File: src/rtl/dpram_rd_streamer_pkg.sv
// Shared definitions for the dual-port RAM read streamer: FSM encoding and
// the elaboration-time check on FIFO sizing.
package dpram_rd_streamer_pkg;

  localparam logic [1:0] ST_IDLE  = 2'd0;
  localparam logic [1:0] ST_RUN   = 2'd1;
  localparam logic [1:0] ST_DRAIN = 2'd2;
  localparam logic [1:0] ST_FIN   = 2'd3;

  typedef enum logic [1:0] {
    IDLE  = ST_IDLE,
    RUN   = ST_RUN,
    DRAIN = ST_DRAIN,
    FIN   = ST_FIN
  } state_e;

  // The FIFO must hold every in-flight read plus one word being popped,
  // and its pointers rely on natural power-of-two wrap.
  function automatic bit depthOk(input int depth, input int nDelay);
    return (depth >= nDelay + 2) && ((depth & (depth - 1)) == 0);
  endfunction

endpackage

File: src/rtl/dpram_rd_streamer_fifo.sv
// First-word-fall-through FIFO: the head word is visible on o_popData
// whenever the FIFO is non-empty, and reads as zero when empty.
module sync_fifo_fwft #(
  parameter int DW         = 32,
  parameter int FIFO_DEPTH = 4
) (
  input  logic                          clk,
  input  logic                          rstn,
  input  logic                          i_push,
  input  logic [DW-1:0]                 i_pushData,
  input  logic                          i_pop,
  output logic [DW-1:0]                 o_popData,
  output logic                          o_full,
  output logic                          o_empty,
  output logic [$clog2(FIFO_DEPTH):0]   o_count
);

  localparam int PW = $clog2(FIFO_DEPTH);

  logic [DW-1:0] r_mem [FIFO_DEPTH];
  logic [PW-1:0] r_wrPtr;
  logic [PW-1:0] r_rdPtr;
  logic [PW:0]   r_count;
  logic          w_doPush;
  logic          w_doPop;

  assign o_full    = (r_count == (PW+1)'(FIFO_DEPTH));
  assign o_empty   = (r_count == '0);
  assign o_count   = r_count;
  assign w_doPush  = i_push && !o_full;
  assign w_doPop   = i_pop && !o_empty;
  assign o_popData = o_empty ? '0 : r_mem[r_rdPtr];

  always_ff @(posedge clk) begin
    if (w_doPush) begin
      r_mem[r_wrPtr] <= i_pushData;
    end
  end

  always_ff @(posedge clk or negedge rstn) begin
    if (!rstn) begin
      r_wrPtr <= '0;
      r_rdPtr <= '0;
      r_count <= '0;
    end else begin
      if (w_doPush) begin
        r_wrPtr <= r_wrPtr + PW'(1);
      end
      if (w_doPop) begin
        r_rdPtr <= r_rdPtr + PW'(1);
      end
      r_count <= r_count + (PW+1)'(w_doPush) - (PW+1)'(w_doPop);
    end
  end

endmodule

File: src/rtl/dpram_rd_streamer.sv
// Streams a programmed span of RAM words out as a valid/ready stream, using a
// tag pipe and credit check so RAM read latency never overflows the skid FIFO.
module dpram_rd_streamer
  import dpram_rd_streamer_pkg::*;
#(
  parameter int DW         = 32,
  parameter int AW         = 14,
  parameter int N_DELAY    = 1,
  parameter int FIFO_DEPTH = 4
) (
  input  logic          clk,
  input  logic          rstn,
  input  logic          start,
  input  logic [AW-1:0] base_addr,
  input  logic [AW:0]   num_words,
  output logic          busy,
  output logic          done,
  output logic          enb,
  output logic [AW-1:0] addrb,
  input  logic [DW-1:0] dob,
  output logic          m_valid,
  output logic [DW-1:0] m_data,
  input  logic          m_ready
);

  localparam int CW = $clog2(FIFO_DEPTH) + 1;
  localparam int SW = $clog2(FIFO_DEPTH + N_DELAY + 1) + 1;

  if (!depthOk(FIFO_DEPTH, N_DELAY)) begin : g_badDepth
    $error("FIFO_DEPTH must be a power of two and at least N_DELAY+2");
  end

  state_e           r_state;
  state_e           w_stateNext;
  logic [AW-1:0]    r_baseQ;
  logic [AW:0]      r_numQ;
  logic [AW:0]      r_rdCnt;
  logic [AW:0]      r_outCnt;
  logic [AW-1:0]    r_addrb;
  logic [N_DELAY-1:0] r_tagPipe;
  logic [N_DELAY:0] w_tagShift;
  logic [SW-1:0]    w_inflight;
  logic [SW-1:0]    w_credit;
  logic [CW-1:0]    w_fifoCnt;
  logic [AW-1:0]    w_nextAddr;
  logic             w_accept;
  logic             w_issue;
  logic             w_lastIssue;
  logic             w_push;
  logic             w_pop;
  logic             w_lastBeat;
  logic             w_full;
  logic             w_empty;

  always_comb begin
    w_inflight = '0;
    for (int i = 0; i < N_DELAY; i++) begin
      w_inflight = w_inflight + SW'(r_tagPipe[i]);
    end
  end

  // Credit check deliberately ignores a same-cycle pop so it stays conservative.
  assign w_credit    = SW'(w_fifoCnt) + w_inflight;
  assign w_issue     = (r_state == RUN) && (r_rdCnt < r_numQ) &&
                       (w_credit < SW'(FIFO_DEPTH));
  assign w_lastIssue = w_issue && (r_rdCnt == r_numQ - (AW+1)'(1));
  assign w_tagShift  = {r_tagPipe, w_issue};
  assign w_push      = r_tagPipe[N_DELAY-1];
  assign w_accept    = (r_state == IDLE) && start;
  assign w_pop       = m_valid && m_ready;
  assign w_lastBeat  = w_pop && (r_outCnt == r_numQ - (AW+1)'(1));
  assign w_nextAddr  = r_baseQ + r_rdCnt[AW-1:0];
  assign addrb       = w_issue ? w_nextAddr : r_addrb;
  assign m_valid     = !w_empty;

  always_comb begin
    w_stateNext = r_state;
    busy        = (r_state != IDLE);
    done        = (r_state == FIN);
    enb         = (r_state == RUN) || (r_state == DRAIN);
    unique case (r_state)
      IDLE:    if (start) w_stateNext = (num_words == '0) ? FIN : RUN;
      RUN:     if (w_lastIssue) w_stateNext = DRAIN;
      DRAIN:   if (w_lastBeat) w_stateNext = FIN;
      FIN:     w_stateNext = IDLE;
      default: w_stateNext = IDLE;
    endcase
  end

  always_ff @(posedge clk or negedge rstn) begin
    if (!rstn) begin
      r_state   <= IDLE;
      r_baseQ   <= '0;
      r_numQ    <= '0;
      r_rdCnt   <= '0;
      r_outCnt  <= '0;
      r_addrb   <= '0;
      r_tagPipe <= '0;
    end else begin
      r_state   <= w_stateNext;
      r_tagPipe <= w_tagShift[N_DELAY-1:0];
      if (w_issue) begin
        r_addrb <= w_nextAddr;
      end
      if (w_accept) begin
        r_baseQ  <= base_addr;
        r_numQ   <= num_words;
        r_rdCnt  <= '0;
        r_outCnt <= '0;
      end else begin
        if (w_issue) begin
          r_rdCnt <= r_rdCnt + (AW+1)'(1);
        end
        if (w_pop) begin
          r_outCnt <= r_outCnt + (AW+1)'(1);
        end
      end
    end
  end

  sync_fifo_fwft #(
    .DW         (DW),
    .FIFO_DEPTH (FIFO_DEPTH)
  ) u_fifo (
    .clk        (clk),
    .rstn       (rstn),
    .i_push     (w_push),
    .i_pushData (dob),
    .i_pop      (w_pop),
    .o_popData  (m_data),
    .o_full     (w_full),
    .o_empty    (w_empty),
    .o_count    (w_fifoCnt)
  );

  pushNotFull: assert property (@(posedge clk) disable iff (!rstn) !(w_push && w_full));
  creditBound: assert property (@(posedge clk) disable iff (!rstn) w_credit <= SW'(FIFO_DEPTH));

endmodule

File: config.mk
export PLATFORM = sky130hd
export DESIGN_NAME = dpram_rd_streamer
export DESIGN_NICKNAME = d
export VERILOG_FILES = /design/src/rtl/dpram_rd_streamer_pkg.sv /design/src/rtl/dpram_rd_streamer_fifo.sv /design/src/rtl/dpram_rd_streamer.sv
export SDC_FILE = /design/constraint.sdc
export NUM_CORES = 1
export LEC_CHECK = 0
export CAP_MARGIN = 10
export CORE_MARGIN = 8
export CORE_UTILIZATION = 57
export DETAILED_ROUTE_END_ITERATION = 8
export PLACE_DENSITY_LB_ADDON = 0.2
export SKIP_CTS_REPAIR_TIMING = 1
export SYNTH_ARGS = -nofsm -noshare
export SYNTH_HDL_FRONTEND = slang
export SYNTH_SLANG_ARGS = --single-unit
File: constraint.sdc
create_clock -name clk -period 4.8 [get_ports clk]
set_clock_uncertainty 0.15 [all_clocks]
set_input_delay 0.72 -clock clk [delete_from_list [all_inputs] [get_ports clk]]
set_output_delay 0.72 -clock clk [all_outputs]
set_load 0.005 [all_outputs]
==> results.md <==
* DRC at 0
* PwrDens at 408 nW/µm²
* Share of cells above drive strength 1 at 0.121
* Pwr Total at 5.09 mW
* Critical Path RT at 3.93 ns
* Clk_lat worst skew at 0.49 ns
* Clock Tree Buf Depth at 3
* Pre-CTS setup slack at 0.536 ns
* Inserted Clock Buffers at 22
* Synth top area cells: edfxtp_1 37%, dfrtp_1 20%, mux4_2 7.0%
* Vias per std cell at 5.86
* Seq pwr share at 0.415
* Placer Congestion at 0.936
* CP Launch Type: register
* Die Ht at 151 µm
* Async SR Flop Fraction at 0.393
* Initial core utilization at 0.578
* Root Driver: clkbuf_16
* Register area at 5920 µm²
* Worst-path clk slew at 0.06 ns
* Sequential share of the synthesized area at 0.572
* Num ports at 115
* DRT Wirelength at 23200 µm
* Synth area leader: edfxtp_1
* First-pass GRT wire length at 37100 µm
* Distinct cells, synth at 62
* CTS sink cnt at 211
* H-tree Lvls at 1
* Max Transition Viols Final at 0
* Max_cap viols at 0
* Final #Nets at 1012
* Crit path DAT at 3.64 ns
* RSZ-0062 raised after global routing: false
* DP Area at 11700 µm²
* Largest net degree at the start of global routing at 84
* Register bit total from synthesis at 211
* Most common cell after layout, fill and taps aside: edfxtp_1
* Switching part of the total at 0.247
* Most frequent cells in the layout: 128 x edfxtp_1, 113 x clkdlybuf4s50_1, 81 x dfrtp_1, 48 x nor2_1, 44 x nand2_1
* Setup violations, final at 0
* Cell area after synthesis at 10400 µm²
* Worst setup EP type: output port
* Status: complete, no violations
* Tmin final at 4.51 ns
* Drt first pass iters at 5
* Max IR drop VDD at 0.317 mV
* Core area at 17900 µm²
* Final Hold Viols at 0
* Setup TNS at 0 ns
* Static leakage at 4.68 nW
* Max-slew headroom at 0.300
* Starting DRT DRC Count at 487
* Worst setup path category: register to output port
* Cell Rows at 49
* Inserted Diodes at 0
* # fillers at 1269
* F_max at 222 MHz
* Worst-Margin Slew at 1.05 ns
* Routed len/inst at 20.2 µm
* Hold/Removal Path Class: input port to async pin
* Setup ws final at 0.292 ns
* Initial antenna violation count at 0
* Vias in the first global route at 7178
* Main flop type after synthesis: edfxtp_1
* HPWL after DPL at 15700 µm
* Syn nets at 905
* Clock network fraction of design power at 0.352
* Die Area at 22700 µm²
* Mapped Avg Cell Area at 13.0 µm²
* Count of flip-flops with a built-in enable after synthesis at 128
* Via count at 6725
* Area of the multi-input gates at 4150 µm²
* Chip width at 151 µm
* Antenna Nets Post-Route at 0
* Aggregate global-route resource usage at 0.207
* Logic pwr share at 0.233
* Worst-path maximum fanout at 14
* Crit share post-route at 0.939
* Design area at 12500 µm²
* Post-Synthesis Cells at 795
* Grt total ovfl at 0
* Switching power at 1.26 mW
* CTS tree: done
* Area Overhead vs Synth at 20.5%
* Pint at 3.83 mW
* Top-area cell type share of the netlist area at 0.371
* Port bufs at 114
* Ys Warns at 0
==> cell families (layout without fill, tap and decap cells) <==
logic type | after synthesis | after routing | synth area share
simple gates | 230 | 230 | 0.120
flops | 211 | 211 | 0.572
compound gates | 109 | 109 | 0.0678
buf+inv | 73 | 196 | 0.0276
xor+xnor | 69 | 69 | 0.0597
mux | 58 | 58 | 0.0974
fa+ha+maj | 45 | 45 | 0.0558
==> worst paths after layout <==
check,depth (start not counted),end,startpoint,slack (ns)
worst max-delay path,10,addrb[10],r_numQ[8],0.29
worst min-delay path,1,r_outCnt[1],rstn,0.27
worst max register to register,10,r_state[1],r_numQ[0],1.42
worst min register to register,1,r_addrb[6],r_addrb[6],0.35
max in group asynchronous,1,u_fifo.r_rdPtr[0],rstn,3.51
min in group clk,1,r_addrb[6],r_addrb[6],0.35
==> worst max-delay path, cell delays in order, from the launching register on <==
cell	delay, ns
dfrtp_1	0.59
inv_1	0.12
ha_1	0.35
a21oi_1	0.15
nand2_1	0.07
a21oi_1	0.15
o21ai_0	0.12
a311o_2	0.52
clkinvlp_4	0.24
mux2_2	0.37
clkdlybuf4s50_1	0.45
==> sequential cells by signal (all words and copies together), names as in the netlist <==
signal,cells
r_rdCnt,15
r_state,2
r_numQ,15
r_addrb,14
u_fifo.o_count,3
u_fifo.r_mem,128
r_tagPipe,1
u_fifo.r_wrPtr,2
r_baseQ,14
r_outCnt,15
u_fifo.r_rdPtr,2
==> metal layers <==
layer	global-route usage	routed length, µm	part of all wire	vias up
met4	0.0539	424	0.018	0
li1	-	-	-	3144
met3	0.0370	1430	0.062	35
met1	0.246	9080	0.39	3340
met5	0	0	0	-
met2	0.378	12300	0.53	206
==> through the flow <==
step | util | std cells | hold WS (ns)
2_1_floorplan | - | 795 | 0.274
3_3_place_gp | 0.653 | 1107 | 0.332
3_5_place_dp | 0.653 | 1107 | 0.341
4_1_cts | 0.696 | 1147 | 0.311
5_1_grt | 0.697 | 1147 | 0.365
6_report | 0.697 | 1147 | 0.269
==> cell type report <==
type	instances	area share
clock inverters	11	0.0134
multi-input cells	511	0.333
clock buffers	29	0.0480
inverters	34	0.0105
well taps	229	0.0230
flip-flops and latches	211	0.475
repair buffers	122	0.0971
==> cells in the mapped netlist (2+ instances only) <==
master,n
a211oi_1,3
a21o_1,4
a21oi_1,21
a22o_1,2
a31oi_1,3
a41oi_1,3
and2_1,43
and3_1,8
and4_1,2
buf_1,5
buf_2,3
clkbuf_1,30
dfrtp_1,83
edfxtp_1,128
fa_1,2
ha_1,43
inv_1,34
mux2_2,22
mux2i_1,4
mux4_2,32
nand2_1,44
nand2b_1,7
nand3_1,12
nand4_1,18
nor2_1,48
nor2b_1,8
nor3_1,12
nor3_2,2
nor4_1,5
nor4b_1,4
o2111ai_1,4
o211ai_1,2
o21a_1,6
o21ai_0,37
o311ai_0,4
o31ai_1,6
o41ai_1,2
or2_2,2
or3_1,7
or4_1,2
xnor2_1,39
xor2_1,29
==> power groups by stage <==
stage | sequential (mW) | clock (mW) | combinational, mW
finish | 2.11 | 1.79 | 1.18
floorplan | 2.06 | 0 | 0.694
global route | 2.13 | 1.90 | 1.29
detailed placement | 2.15 | 0 | 1.20
global placement | 2.15 | 0 | 1.16
CTS | 2.12 | 1.82 | 1.21
(Power assumes the default switching activity.)
